===== config.mk =====
export PLATFORM = sky130hd
export DESIGN_NAME = pwm_wb_regs_flat
export DESIGN_NICKNAME = d
export VERILOG_FILES = /design/src/rtl/pwm_pkg.sv /design/src/rtl/pwm_wb_regs_if.sv /design/src/rtl/pwm_ch_regs.sv /design/src/rtl/pwm_wb_regs.sv /design/src/flat_wrapper.sv
export SDC_FILE = /design/constraint.sdc
export NUM_CORES = 1
export LEC_CHECK = 0
export BUFFER_PORTS_ARGS = -buffer_cell sky130_fd_sc_hd__clkbuf_2
export CAP_MARGIN = 20
export CORE_MARGIN = 1
export CORE_UTILIZATION = 45
export CTS_CLUSTER_SIZE = 40
export DETAILED_ROUTE_END_ITERATION = 12
export GPL_TIMING_DRIVEN = 0
export PLACE_DENSITY = 0.68
export SLEW_MARGIN = 10
export SYNTH_ARGS = -nofsm -noshare
export SYNTH_HDL_FRONTEND = slang
export SYNTH_SLANG_ARGS = --single-unit

===== constraint.sdc =====
create_clock -name wb_clk_i -period 8.4 [get_ports wb_clk_i]
set_input_delay 0.42 -clock wb_clk_i [delete_from_list [all_inputs] [get_ports wb_clk_i]]
set_output_delay 0.42 -clock wb_clk_i [all_outputs]
set_load 0.01 [all_outputs]

===== src/rtl/pwm_pkg.sv =====
// Shared constants for the PWM register bank: channel/width defaults and register map.
// Latency: n/a (declarations only).
// Backpressure: n/a.
package pwm_pkg;

  localparam int NCH_DEF = 4;
  localparam int CW_DEF  = 16;

  // Register select is adr[3:2] within a channel's 16-byte window.
  typedef enum logic [1:0] {
    REG_CTRL   = 2'd0,
    REG_PERIOD = 2'd1,
    REG_DUTY   = 2'd2,
    REG_STATUS = 2'd3
  } reg_sel_e;

  localparam int CTRL_EN     = 0;
  localparam int CTRL_IRQ_EN = 1;
  localparam int STAT_PEND   = 0;
  localparam int STAT_WRAP   = 1;

  typedef enum logic {
    ST_IDLE = 1'b0,
    ST_ACK  = 1'b1
  } wb_state_e;

  // Expand per-byte selects into a 32-bit write mask.
  function automatic logic [31:0] byte_mask(input logic [3:0] sel);
    return {{8{sel[3]}}, {8{sel[2]}}, {8{sel[1]}}, {8{sel[0]}}};
  endfunction

endpackage


===== src/rtl/pwm_wb_regs_if.sv =====
// Wishbone slave bus bundle between the caravel management core and the PWM register bank.
// Latency: n/a (wiring only).
// Backpressure: slave holds ack low until it is ready; master keeps stb until ack.
interface pwm_wb_regs_if;

  logic        wbs_cyc_i;
  logic        wbs_stb_i;
  logic        wbs_we_i;
  logic [3:0]  wbs_sel_i;
  logic [31:0] wbs_adr_i;
  logic [31:0] wbs_dat_i;
  logic        wbs_ack_o;
  logic [31:0] wbs_dat_o;

  modport master (
    output wbs_cyc_i, wbs_stb_i, wbs_we_i, wbs_sel_i, wbs_adr_i, wbs_dat_i,
    input  wbs_ack_o, wbs_dat_o
  );

  modport slave (
    input  wbs_cyc_i, wbs_stb_i, wbs_we_i, wbs_sel_i, wbs_adr_i, wbs_dat_i,
    output wbs_ack_o, wbs_dat_o
  );

endinterface


===== src/rtl/pwm_ch_regs.sv =====
// One PWM channel: CTRL bits, staged/active period+duty, pend and wrap flags, commit with clamp.
// Latency: writes land on the strobe edge; commit one edge later (en=0) or on the wrap edge (en=1).
// Backpressure: none; every strobe is absorbed in the cycle it arrives.
module pwm_ch_regs
  import pwm_pkg::*;
#(
  parameter int CW = CW_DEF
) (
  input  logic          clk,
  input  logic          rst,
  input  logic          wr_ctrl,
  input  logic          wr_period,
  input  logic          wr_duty,
  input  logic          wr_status,
  input  logic [31:0]   wdat,
  input  logic [3:0]    wsel,
  input  logic          wrap_in,
  output logic          en,
  output logic          irq_en,
  output logic [CW-1:0] stg_period,
  output logic [CW-1:0] stg_duty,
  output logic [CW-1:0] act_period,
  output logic [CW-1:0] act_duty,
  output logic          pend,
  output logic          wrap
);

  logic [31:0]   mask;
  logic [CW-1:0] period_nxt;
  logic [CW-1:0] duty_nxt;
  logic [CW-1:0] duty_clamped;
  logic          commit;
  logic          wrap_set;
  logic          wrap_clr;
  logic          unused_ok;

  // Bits of the bus word above CW are dropped.
  assign unused_ok = ^{mask, wdat};

  // Byte-merge the write data into staging; clamp duty to period for the commit path.
  always_comb begin
    mask         = byte_mask(wsel);
    period_nxt   = (stg_period & ~mask[CW-1:0]) | (wdat[CW-1:0] & mask[CW-1:0]);
    duty_nxt     = (stg_duty & ~mask[CW-1:0]) | (wdat[CW-1:0] & mask[CW-1:0]);
    duty_clamped = (stg_duty > stg_period) ? stg_period : stg_duty;
  end

  // A disabled channel commits as soon as something is pending; an enabled one waits for wrap.
  assign commit   = pend & (~en | wrap_in);
  assign wrap_set = wrap_in & en;
  assign wrap_clr = wr_status & wsel[0] & wdat[STAT_WRAP];

  // CTRL register.
  always_ff @(posedge clk or posedge rst) begin
    if (rst) begin
      en     <= 1'b0;
      irq_en <= 1'b0;
    end else if (wr_ctrl && wsel[0]) begin
      en     <= wdat[CTRL_EN];
      irq_en <= wdat[CTRL_IRQ_EN];
    end
  end

  // Staging values track writes directly so readback shows the raw value.
  always_ff @(posedge clk or posedge rst) begin
    if (rst) begin
      stg_period <= '0;
      stg_duty   <= '0;
    end else begin
      if (wr_period) stg_period <= period_nxt;
      if (wr_duty)   stg_duty   <= duty_nxt;
    end
  end

  // Commit copies the pre-write staging; a write on the same edge keeps pend set for next time.
  always_ff @(posedge clk or posedge rst) begin
    if (rst) begin
      act_period <= '0;
      act_duty   <= '0;
      pend       <= 1'b0;
    end else begin
      if (commit) begin
        act_period <= stg_period;
        act_duty   <= duty_clamped;
      end
      if (wr_period || wr_duty) pend <= 1'b1;
      else if (commit)          pend <= 1'b0;
    end
  end

  // Wrap flag: set beats a simultaneous write-1-to-clear.
  always_ff @(posedge clk or posedge rst) begin
    if (rst) wrap <= 1'b0;
    else     wrap <= wrap_set | (wrap & ~wrap_clr);
  end

endmodule


===== src/rtl/pwm_wb_regs.sv =====
// Wishbone register bank configuring NCH PWM channels with wrap-synchronised commit and IRQ.
// Latency: ack and read data one cycle after stb; irq one cycle after the wrap flag changes.
// Backpressure: one transfer per two cycles (ack never back-to-back); off-base cycles never acked.
module pwm_wb_regs
  import pwm_pkg::*;
#(
  parameter int          NCH       = NCH_DEF,
  parameter int          CW        = CW_DEF,
  parameter logic [31:0] BASE_ADDR = 32'h3000_0000
) (
  input  logic              wb_clk_i,
  input  logic              wb_rst_i,
  pwm_wb_regs_if.slave      wb,
  input  logic [NCH-1:0]    pwm_wrap_i,
  output logic [NCH-1:0]    pwm_en_o,
  output logic [NCH*CW-1:0] pwm_period_o,
  output logic [NCH*CW-1:0] pwm_duty_o,
  output logic              irq_o
);

  wb_state_e      state;
  wb_state_e      state_nxt;
  logic           hit;
  logic           go;
  logic           wr_go;
  reg_sel_e       reg_sel;
  logic [7:0]     ch_field;
  logic [NCH-1:0] ch_hit;
  logic [NCH-1:0] wrap_v;
  logic [NCH-1:0] irq_en_v;
  logic [31:0]    rd_word [NCH];
  logic [31:0]    rd_mux;
  logic [31:0]    rdata;
  logic           unused_ok;

  assign unused_ok = ^{wb.wbs_adr_i[1:0]};

  assign hit      = wb.wbs_cyc_i & wb.wbs_stb_i & (wb.wbs_adr_i[31:12] == BASE_ADDR[31:12]);
  assign go       = (state == ST_IDLE) & hit;
  assign wr_go    = go & wb.wbs_we_i;
  assign reg_sel  = reg_sel_e'(wb.wbs_adr_i[3:2]);
  assign ch_field = wb.wbs_adr_i[11:4];

  // Handshake state register.
  always_ff @(posedge wb_clk_i or posedge wb_rst_i) begin
    if (wb_rst_i) state <= ST_IDLE;
    else          state <= state_nxt;
  end

  // Next state and ack: ACK lasts exactly one cycle, always returning to IDLE.
  always_comb begin
    state_nxt    = state;
    wb.wbs_ack_o = 1'b0;
    case (state)
      ST_IDLE: if (go) state_nxt = ST_ACK;
      ST_ACK: begin
        wb.wbs_ack_o = 1'b1;
        state_nxt    = ST_IDLE;
      end
      default: state_nxt = ST_IDLE;
    endcase
  end

  for (genvar c = 0; c < NCH; c++) begin : g_ch
    logic          en;
    logic          irq_en;
    logic          pend;
    logic          wrap;
    logic [CW-1:0] stg_period;
    logic [CW-1:0] stg_duty;

    assign ch_hit[c] = (ch_field == 8'(c));

    pwm_ch_regs #(.CW(CW)) u_ch (
      .clk        (wb_clk_i),
      .rst        (wb_rst_i),
      .wr_ctrl    (wr_go & ch_hit[c] & (reg_sel == REG_CTRL)),
      .wr_period  (wr_go & ch_hit[c] & (reg_sel == REG_PERIOD)),
      .wr_duty    (wr_go & ch_hit[c] & (reg_sel == REG_DUTY)),
      .wr_status  (wr_go & ch_hit[c] & (reg_sel == REG_STATUS)),
      .wdat       (wb.wbs_dat_i),
      .wsel       (wb.wbs_sel_i),
      .wrap_in    (pwm_wrap_i[c]),
      .en         (en),
      .irq_en     (irq_en),
      .stg_period (stg_period),
      .stg_duty   (stg_duty),
      .act_period (pwm_period_o[c*CW +: CW]),
      .act_duty   (pwm_duty_o[c*CW +: CW]),
      .pend       (pend),
      .wrap       (wrap)
    );

    assign pwm_en_o[c] = en;
    assign wrap_v[c]   = wrap;
    assign irq_en_v[c] = irq_en;

    // Per-channel readback word for the selected register.
    always_comb begin
      rd_word[c] = '0;
      case (reg_sel)
        REG_CTRL: begin
          rd_word[c][CTRL_EN]     = en;
          rd_word[c][CTRL_IRQ_EN] = irq_en;
        end
        REG_PERIOD: rd_word[c] = 32'(stg_period);
        REG_DUTY:   rd_word[c] = 32'(stg_duty);
        REG_STATUS: begin
          rd_word[c][STAT_PEND] = pend;
          rd_word[c][STAT_WRAP] = wrap;
        end
        default: rd_word[c] = '0;
      endcase
    end
  end

  // Channel select; offsets beyond the last channel fall through as zero.
  always_comb begin
    rd_mux = '0;
    for (int c = 0; c < NCH; c++) begin
      if (ch_hit[c]) rd_mux = rd_word[c];
    end
  end

  // Read data is captured on the strobe edge and forced to zero outside the ack cycle.
  always_ff @(posedge wb_clk_i or posedge wb_rst_i) begin
    if (wb_rst_i)               rdata <= '0;
    else if (go && !wb.wbs_we_i) rdata <= rd_mux;
    else                         rdata <= '0;
  end

  assign wb.wbs_dat_o = rdata;

  // Registered interrupt: any enabled channel with its wrap flag up.
  always_ff @(posedge wb_clk_i or posedge wb_rst_i) begin
    if (wb_rst_i) irq_o <= 1'b0;
    else          irq_o <= |(wrap_v & irq_en_v);
  end

endmodule


===== src/flat_wrapper.sv =====
// flat-port wrapper written by rule: the top's interface ports become plain ports
module pwm_wb_regs_flat import pwm_pkg::*;
#(
  parameter int          NCH       = NCH_DEF,
  parameter int          CW        = CW_DEF,
  parameter logic [31:0] BASE_ADDR = 32'h3000_0000
)
  (wb_clk_i, wb_rst_i, pwm_wrap_i, pwm_en_o, pwm_period_o, pwm_duty_o, irq_o, wb_wbs_cyc_i, wb_wbs_stb_i, wb_wbs_we_i, wb_wbs_sel_i, wb_wbs_adr_i, wb_wbs_dat_i, wb_wbs_ack_o, wb_wbs_dat_o);
  pwm_wb_regs_if wb_i ();
  input  logic wb_clk_i;
  input  logic wb_rst_i;
  input  logic [NCH-1:0] pwm_wrap_i;
  output logic [NCH-1:0] pwm_en_o;
  output logic [NCH*CW-1:0] pwm_period_o;
  output logic [NCH*CW-1:0] pwm_duty_o;
  output logic irq_o;
  input wire logic [$bits(wb_i.wbs_cyc_i)-1:0] wb_wbs_cyc_i;
  input wire logic [$bits(wb_i.wbs_stb_i)-1:0] wb_wbs_stb_i;
  input wire logic [$bits(wb_i.wbs_we_i)-1:0] wb_wbs_we_i;
  input wire logic [$bits(wb_i.wbs_sel_i)-1:0] wb_wbs_sel_i;
  input wire logic [$bits(wb_i.wbs_adr_i)-1:0] wb_wbs_adr_i;
  input wire logic [$bits(wb_i.wbs_dat_i)-1:0] wb_wbs_dat_i;
  output wire logic [$bits(wb_i.wbs_ack_o)-1:0] wb_wbs_ack_o;
  output wire logic [$bits(wb_i.wbs_dat_o)-1:0] wb_wbs_dat_o;
  assign wb_i.wbs_cyc_i = wb_wbs_cyc_i;
  assign wb_i.wbs_stb_i = wb_wbs_stb_i;
  assign wb_i.wbs_we_i = wb_wbs_we_i;
  assign wb_i.wbs_sel_i = wb_wbs_sel_i;
  assign wb_i.wbs_adr_i = wb_wbs_adr_i;
  assign wb_i.wbs_dat_i = wb_wbs_dat_i;
  assign wb_wbs_ack_o = wb_i.wbs_ack_o;
  assign wb_wbs_dat_o = wb_i.wbs_dat_o;
  pwm_wb_regs #(.NCH(NCH), .CW(CW), .BASE_ADDR(BASE_ADDR)) u_core (.wb_clk_i(wb_clk_i), .wb_rst_i(wb_rst_i), .wb(wb_i), .pwm_wrap_i(pwm_wrap_i), .pwm_en_o(pwm_en_o), .pwm_period_o(pwm_period_o), .pwm_duty_o(pwm_duty_o), .irq_o(irq_o));
endmodule

After elaboration in Yosys (flattened, before gate mapping)
Index checks and enable logic that the tools add are counted.
{"block": "op_classes", "order_cmp": 4, "n_bitwise": 80, "reduce_logical": 17, "eq_ne": 7, "n_mux": 28}
{"operator": "16-bit AND", "n": 9}
{"operator": "16-bit 2-to-1 mux", "n": 8}
{"operator": "16-bit bitwise OR", "n": 8}
{"operator": "14-bit one-hot mux with 2 select lines", "n": 4}
{"operator": "16-bit > comparator", "n": 4}
{"operator": "1-bit AND", "n": 44}
{"operator": "32-bit 2-to-1 mux", "n": 1}
{"operator": "2-bit one-hot mux with 4 select lines", "n": 4}
{"operator": "20-bit by 18-bit equality test with 1-bit output, second input constant", "n": 1}
{"operator": "8-bit by 2-bit equality test with 1-bit output, second input constant", "n": 2}
{"operator": "16-bit inverter", "n": 1}
{"operator": "1-bit 2-to-1 mux", "n": 10}
{"operator": "1-bit inverter", "n": 9}
{"operator": "8-bit by 1-bit equality test with 1-bit output, second input constant", "n": 1}
{"operator": "8-bit logical NOT", "n": 1}
{"operator": "1-bit bitwise OR", "n": 8}
{"operator": "2-bit nonzero test", "n": 4}
{"operator": "1-bit logical AND", "n": 5}
{"operator": "4-bit AND", "n": 1}
{"operator": "2-bit equality test, second input constant", "n": 2}
{"operator": "1-bit logical OR", "n": 4}
{"operator": "4-bit OR reduction", "n": 1}
{"operator": "2-bit by 1-bit equality test with 1-bit output, second input constant", "n": 1}
{"operator": "2-bit logical NOT", "n": 1}
{"operator": "other kinds (2)", "n": 2}
{"block": "totals", "in_bits": 77, "wordCells": 171, "ff_bits": 306}

Longest topological paths before layout
Gate-level depths: netlist of run 1.
{"block": "depth", "ltp_word": 11, "depth_mapped": 9}

Hierarchy
A second synthesis of run 1 with hierarchy kept.
{"block": "hier_totals", "hier_cells": 1542, "hier_area_um2": 15777.6}
{"module": "pwm_ch_regs", "seq_area_each_um2": 1701.6, "instances": 4, "area_each_um2": 3418.3, "cells_per_inst": 321}
{"module": "pwm_wb_regs", "seq_area_each_um2": 450.4, "instances": 1, "area_each_um2": 2104.5, "cells_per_inst": 258}

Worst setup path before layout of run 1
OpenSTA, ideal clock, no wires.
{"block": "synth_path", "path_kind": "in2reg", "from": "input wb_wbs_adr_i[11]", "to": "register with a tool-made name", "cell_stages": 6, "setup_ns": 0.125, "arrival_ns": 2.489, "n_path_buf": 1, "path_slack_ns": 5.786, "cell_sequence": "or4_4 > or3_4 > or4_4 > buf_8 > nor2_8 > mux2_4"}
{"item": "from (decl)", "line": "flat_wrapper.sv:21", "source": "input wire logic [$bits(wb_i.wbs_adr_i)-1:0] wb_wbs_adr_i;"}

==> metrics.md, run 1 <==
| Metric | Value |
|---|---|
| Status | complete, no violations |
| Initial core utilization | 46.3% |
| Clk root buf | clkbuf_16 |
| Final cycle utilization of the critical path | 37.6% |
| Fin crit period | 3160 ps |
| Slew margin rel. | 23.5% |
| RSZ-0062 raised after global routing | no |
| Clock share of power | 47.5% |
| Global-route wire length before repair | 78400 um |
| I/O pins | 243 |
| Mapped Cells | 1532 |
| DRT iter0 DRCs | 1118 |
| Antenna viol nets, final | 0 |
| Grt ovf | 0 |
| Initial antenna violation count | 3 |
| Met2 usage | 43.0% |
| Main synth FF type | dfrtp_1 |
| Clk sink count | 290 |
| Port bufs | 204 |
| Post-synth EDFFs | 0 |
| CP Capture Type | flop |
| Via count | 13699 |
| CP arrival | 3660 ps |
| Reg power frac | 48.2% |
| Design Area, Final | 18500 um2 |
| Critical path class | flop to flop |
| Max VDD drop | 0.000161 V |
| Max Clock Skew | 12.7 ps |
| FF-to-FF End | u_core.g_ch[0].u_ch.act_duty[5]$_DFFE_PP0P_ |
| Hold Violations, Final | 0 |
| Slew Limit Fails | 0 |
| Max-cap violations | 0 |
| Worst reg2reg path depth | 8 |
| Total routed wirelength | 50800 um |
| CTS Buffer Depth | 3 |
| CTS tree | done |
| Post-route setup TNS | 0 ps |
| Endpoints failing setup | 0 |
| Register area share after synthesis | 46.3% |
| Setup Buffers After CTS | 0 |
| Synth Area per Inst | 10.2 um2 |
| GR peak layer | met2 |
| Reg clk slew, reported paths | 60 ps |
| Lkg Pwr | 9.28 nW |
| Core ar. | 33900 um2 |
| Synth Register Bits | 290 |
| YS warnings | 0 |
| Max Clk Rate | 316 MHz |
| Vias per std cell | 6.05 |
| Worst skew pair latency | 570 ps |
| Worst R2R Setup Slack | 5240 ps |
| Top-area cell type share of the netlist area | 46.3% |
| Drc violations | 0 |
| Die Wd | 189 um |
| Crit start category | flop |
| Fill cells | 3089 |
| Area leader, netlist | dfrtp_1 |
| Vias in the first global route | 13257 |
| Pint | 2.24 mW |
| Global-route usage over all layers | 28.5% |
| First-pass DRT Iterations | 5 |
| Hpwl dp | 38400 um |
| Area delta synth->final | 18.2% |
| Met3 Use GR | 5.49% |
| Die Height | 189 um |
| Sw Pwr | 0.665 mW |
| Hold depth | 3 |
| Die ar. | 35600 um2 |
| Synth Cell Area | 15700 um2 |
| WL/cell | 22.4 um |
| H-tree levels | 1 |
| Hold-fix buffers at CTS | 1 |
| Hold EP | u_core.g_ch[0].u_ch.wrap$_DFF_PP0_ |
| Placed cell areas | 17500 um2 |
| Yosys cell types | 46 |
| Post-cts sizing count | 0 |
| Worst Path Max Fanout | 10 |
| Final GP Congestion | 0.921 |
| Fin nets | 1940 |
| Worst Hold Class | input pin to flop |
| Rows | 67 |
| CTS buffer count | 31 |
| Logic gate share of total power | 4.4% |
| Dominant cells by area after synthesis | dfrtp_1, mux2_2, ha_1 |
| Share of layout cells above drive strength 1 | 23.9% |
| Switch share | 22.9% |
| Ys async rst share | 100% |
| Worst-Margin Slew | 1120 ps |
| P per Cell Area | 157 nW/um2 |
| Largest net degree at the start of global routing | 40 |
| WP data required | 8900 ps |
| Met1 usage | 40.2% |
| Worst hold start | pwm_wrap_i[0] |
==> logic make-up after synthesis <==
kind of cell	synth area share, %
multiplexers	9.97
buffers and inverters	5.75
other	0.0239
AND/OR/NAND/NOR	16.4
AO/OA/AOI/OAI	16.1
adder cells (fa/ha/maj)	5.51
flip-flops	46.3
==> metrics by stage <==
stage	cells	setup slack, ps	power (mW)	util (%)	hold slack [ps]
floorplan	1547	4130	1.48	-	475
global placement	2199	2510	1.54	51.1	461
detailed placement	2207	5230	1.55	51.6	444
CTS	2263	5220	2.92	54.6	55.7
global route	2266	4980	2.98	54.7	79.8
finish	2266	5240	2.90	54.7	70.7
==> routing by layer <==
| metal | wire length (um) | part of all wire, % |
|---|---|---|
| met4 | 1930 | 3.8 |
| met1 | 22400 | 44 |
| met5 | 0 | 0 |
| met2 | 22100 | 44 |
| met3 | 4340 | 8.6 |
==> cell usage after synthesis, types with 40 or more instances <==
| cell | instances |
|---|---|
| a221oi_1 | 42 |
| and3_1 | 64 |
| nand2_1 | 168 |
| nand3_1 | 81 |
| or4_1 | 68 |
| clkbuf_1 | 116 |
| a2bb2oi_1 | 64 |
| o21ai_0 | 78 |
| dfrtp_1 | 290 |
| o31ai_1 | 64 |
| ha_1 | 69 |
| inv_1 | 74 |
| a21oi_1 | 40 |
| mux2_2 | 122 |
==> critical path, stage by stage, from the launching register on <==
cell and delay [ps]:
dfrtp_1 470, inv_1 110, ha_1 330, nand4_1 180, a2111oi_0 960, clkbuf_1 420
clkbuf_1 380, o31ai_1 150, nand3_1 90
==> final cells by class <==
| cell class | count | area, um2 | share of cell area [%] |
|---|---|---|---|
| diodes | 2 | 5.00 | 0.0270 |
| multi-input cells | 1040 | 7570 | 40.9 |
| plain buffers | 143 | 623 | 3.36 |
| well taps | 448 | 561 | 3.03 |
| clock buffers | 44 | 905 | 4.88 |
| flip-flops and latches | 290 | 7260 | 39.2 |
| clock inverters | 11 | 119 | 0.642 |
| repair buffers | 214 | 1200 | 6.50 |
| inverters | 74 | 282 | 1.52 |
==> power by group through the flow <==
stage | combinational (mW) | clock (mW) | sequential, mW
after detailed placement | 0.126 | 0 | 1.42
after CTS | 0.126 | 1.40 | 1.40
after global placement | 0.114 | 0 | 1.42
after floorplan | 0.0607 | 0 | 1.42
after global routing | 0.138 | 1.45 | 1.40
final | 0.127 | 1.38 | 1.40
==> cells in the final DEF (no fill, tap or decap), drive strengths merged, types with 42 or more instances in the layout <==
master | Yosys | routed
o31ai | 64 | 64
nand2 | 168 | 168
mux2 | 136 | 136
nand3 | 81 | 81
dfrtp | 290 | 290
clkbuf | 116 | 364
inv | 74 | 74
or4 | 70 | 70
o21ai | 78 | 78
a2bb2oi | 64 | 64
and3 | 64 | 64
ha | 69 | 69
a221oi | 42 | 42
==> worst max-delay path by stage <==
stage	from	to	slack, ps	depth (start not counted)
CTS	flop	u_core.g_ch[2].u_ch.act_duty[5]$_DFFE_PP0P_	5220	9
global placement	wb_rst_i	u_core.g_ch[0].u_ch.act_duty[4]$_DFFE_PP0P_	2510	2
detailed placement	wb_wbs_adr_i[11]	flop	5230	6
finish	flop	u_core.g_ch[0].u_ch.act_duty[5]$_DFFE_PP0P_	5240	8
floorplan	wb_rst_i	asynchronous set/reset pin	4130	1
global route	flop	u_core.g_ch[0].u_ch.act_duty[5]$_DFFE_PP0P_	4980	8
(Power assumes the default switching activity.)
==> inputs of run 2 (changes only) <==
--- a/config.mk
+++ b/config.mk
@@ -5,6 +5,7 @@
 export SDC_FILE = /design/constraint.sdc
 export NUM_CORES = 1
 export LEC_CHECK = 0
+export ABC_AREA = 1
 export BUFFER_PORTS_ARGS = -buffer_cell sky130_fd_sc_hd__clkbuf_2
 export CAP_MARGIN = 20
 export CORE_MARGIN = 1
@@ -12,7 +13,7 @@
 export CTS_CLUSTER_SIZE = 40
 export DETAILED_ROUTE_END_ITERATION = 12
 export GPL_TIMING_DRIVEN = 0
-export PLACE_DENSITY = 0.68
+export PLACE_DENSITY = 0.66
 export SLEW_MARGIN = 10
 export SYNTH_ARGS = -nofsm -noshare
 export SYNTH_HDL_FRONTEND = slang
==> constraint.sdc (replaced) <==
create_clock -name wb_clk_i -period 3 [get_ports wb_clk_i]
set_input_delay 0.15 -clock wb_clk_i [delete_from_list [all_inputs] [get_ports wb_clk_i]]
set_output_delay 0.15 -clock wb_clk_i [all_outputs]
set_load 0.01 [all_outputs]
==> metrics.md, run 2 <==
| Metric | Value |
|---|---|
| CTS buffer count | 31 (unchanged) |
| Fill cells | 3153 (+2.1%) |
| Vias per std cell | 5.26 (-13%) |
| Hold-fix buffers at CTS | 8 (+7) |
| WP data required | 3460 ps (-5440 ps) |
| H-tree levels | 1 (unchanged) |
| Post-route core utilization | 54.9% (+0.25 points) |
| Switch share | 22.5% (-0.40 points) |
| Crit path buffers/inverters | 2 (-1) |
| Endpoints failing setup | 0 (unchanged) |
| Main synth FF type | dfrtp_1 |
| Reg clk slew, reported paths | 60 ps (about the same) |
| Largest net degree at the start of global routing | 40 (unchanged) |
| Pint | 6.45 mW (+190%) |
| Global-route usage over all layers | 27.0% (-1.6 points) |
| Crit start category | flop |
| WL/cell | 17.8 um (-20%) |
| Dominant cells by area after synthesis | dfrtp_1, nand2_1, ha_1 |
| CP arrival | 2940 ps (-720 ps) |
| Synth Area per Inst | 8.33 um2 (-18%) |
| Crit-path max cell delay | 370 ps (-590 ps) |
| Most Frequent Cell on Critical Path | nand2_1 |
| Clock share of power | 48.9% (+1.4 points) |
| Grt ovf | 0 (unchanged) |
| Die Height | 184 um (-2.4%) |
| Hold Violations, Final | 0 (unchanged) |
| Finished Layout Cells | 2525 (+11%) |
| Crit-path cells | inv_1, ha_1, nand4_1, nor2_1, nand3_1, nand2_1, clkbuf_1, nand2_1, nand3_1, nand2_1 |
| First-pass DRT Iterations | 7 (+2) |
| Total routed wirelength | 45000 um (-11%) |
| Max Clk Rate | 404 MHz (+28%) |
| Status | complete, no violations |
| YS warnings | 0 (unchanged) |
| Port bufs | 204 (unchanged) |
| DP Worst Slack | 602 ps (-4620 ps) |
| Placed cell areas | 16700 um2 (-4.4%) |
| Synth Register Bits | 290 (unchanged) |
| Initial antenna violation count | 0 (-3) |
| Vias in the first global route | 12584 (-5.1%) |
| Logic gate share of total power | 4.1% (-0.3 points) |
| CTS tree | done |
| Multi-input logic area | 6400 um2 (-15%) |
| Top-count cell post-synth | nand2_1 |
| Dpl cells | 2458 (+11%) |
| Critical path class | flop to flop |
| CTS Buffer Depth | 3 (unchanged) |
| Slew margin rel. | 48.8% (+25 points) |
| Setup Buffers After CTS | 0 (unchanged) |
| Top cells by count, synth | nand2_1, dfrtp_1, inv_1 |
| Lkg Pwr | 9.25 nW (-0.37%) |
| Hpwl dp | 34200 um (-11%) |
| Max Clock Skew | 11.5 ps (-1.27 ps) |
| Post-synth EDFFs | 0 (unchanged) |
| P per Cell Area | 466 nW/um2 (+200%) |
| Clk sink count | 290 (unchanged) |
| Final WS setup | 525 ps (-4710 ps) |
| RSZ-0062 raised after global routing | no |
| Post-cts sizing count | 0 (unchanged) |
| Initial core utilization | 45.8% (-0.43 points) |
| Drc violations | 0 (unchanged) |
| Final cycle utilization of the critical path | 82.5% (+45 points) |
| Clk root buf | clkbuf_16 |
| Crit-path leading delay family | simple AND/OR/NAND/NOR gates |
| DRT iter0 DRCs | 1255 (+12%) |
| Yosys cell types | 38 (-17%) |
| Reg power frac | 47.0% (-1.2 points) |
| Mapped Cells | 1789 (+17%) |
| CP max-delay cell | ha_1 |
| Worst skew pair latency | 570 ps (about the same) |
| Antenna viol nets, final | 0 (unchanged) |
| Most common cell after layout, fill and taps aside | nand2_1 |
| Area leader, netlist | dfrtp_1 |
| Post-route setup TNS | 0 ps (unchanged) |
| Final hold slack | 39.9 ps (-30.7 ps) |
| Design Area, Final | 17900 um2 (-3.5%) |
| Fin crit period | 2480 ps (-687 ps) |
| Core ar. | 32500 um2 (-3.9%) |
| Area delta synth->final | 19.9% |
| Max VDD drop | 0.000433 V (+170%) |
| Share of layout cells above drive strength 1 | 17.2% (-6.7 points) |
| CP Capture Type | flop |
| Worst-Margin Slew | 769 ps (-351 ps) |
| Total Power | 8.33 mW (+190%) |
| Worst Hold Class | input pin to flop |
| Slew Limit Fails | 0 (unchanged) |
| Rows | 66 (-1.5%) |
| Register Area | 7260 um2 (unchanged) |
| Max-cap violations | 0 (unchanged) |
| Synth Cell Area | 14900 um2 (-4.8%) |
| Via count | 13269 (-3.1%) |
| Global-route wire length before repair | 70500 um (-10%) |
| Ys async rst share | 100% (unchanged) |
| Fin nets | 2203 (+14%) |
| I/O pins | 243 (unchanged) |
| Die Wd | 184 um (-2.4%) |
| Sw Pwr | 1.88 mW (+180%) |
| Final GP Congestion | 0.941 (+2.2%) |
| Worst Path Max Fanout | 10 (unchanged) |
| Top-area cell type share of the netlist area | 48.7% (+2.3 points) |
| Die ar. | 33900 um2 (-4.8%) |
| Most frequent cells in the layout | nand2_1, dfrtp_1, clkbuf_2 |
| Register area share after synthesis | 48.7% (+2.3 points) |
## run 2: logic make-up (layout without fill, tap and decap cells)
kind of cell | after synthesis | in the layout | synth area share [%]
simple gates | 814 | 814 | 24.7
compound gates | 324 | 324 | 12.0
buf+inv | 291 | 569 | 8.76
flops | 290 | 290 | 48.7
fa+ha+maj | 69 | 69 | 5.79
other cells | 1 | 17 | 0.0251
## run 2: layer usage
metal | track usage, % | vias up | part of all wire, %
met4 | 9.13 | 0 | 3.2
met5 | 0 | - | 0
met2 | 42.7 | 500 | 45
li1 | - | 6403 | -
met3 | 3.41 | 76 | 6.6
met1 | 38.1 | 6290 | 45
## run 2: final timing paths
kind	start	slack, ps	cells past startpoint	to
max reg2reg	flop	520	10	u_core.g_ch[3].u_ch.act_duty[2]$_DFFE_PP0P_
max	flop	520	10	u_core.g_ch[3].u_ch.act_duty[2]$_DFFE_PP0P_
max in group asynchronous	wb_rst_i	1550	7	u_core.g_ch[3].u_ch.act_period[10]$_DFFE_PP0P_
min reg2reg	u_core.g_ch[1].u_ch.act_duty[10]$_DFFE_PP0P_	480	2	u_core.g_ch[1].u_ch.act_duty[10]$_DFFE_PP0P_
min	wb_wbs_adr_i[24]	40	6	u_core.state$_DFF_PP0_
min in group asynchronous	wb_rst_i	160	3	u_core.g_ch[0].u_ch.act_duty[7]$_DFFE_PP0P_
## run 2: worst min-delay path: stages
cell      delay, ps
clkbuf_2         70
nor2_1           30
nand2_1          60
nor2_2           50
nand3_1         150
inv_1            50
## run 2: area by class of cell
class	instances	area share, %
multi-input cells	1223	35.8
diodes	1	0.0140
well taps	442	3.09
repair buffers	220	7.06
flip-flops and latches	290	40.6
clock buffers	42	4.85
clock inverters	16	1.23
plain buffers	100	3.28
inverters	191	4.05
## run 2: power groups by stage
stage                     Combinational [mW]  Clock, mW  Sequential, mW
after floorplan                        0.175          0            3.99
after global placement                 0.304          0            3.99
after detailed placement               0.335          0            3.98
after CTS                              0.344       4.12            3.91
after global routing                   0.372       4.28            3.91
final                                  0.342       4.07            3.91
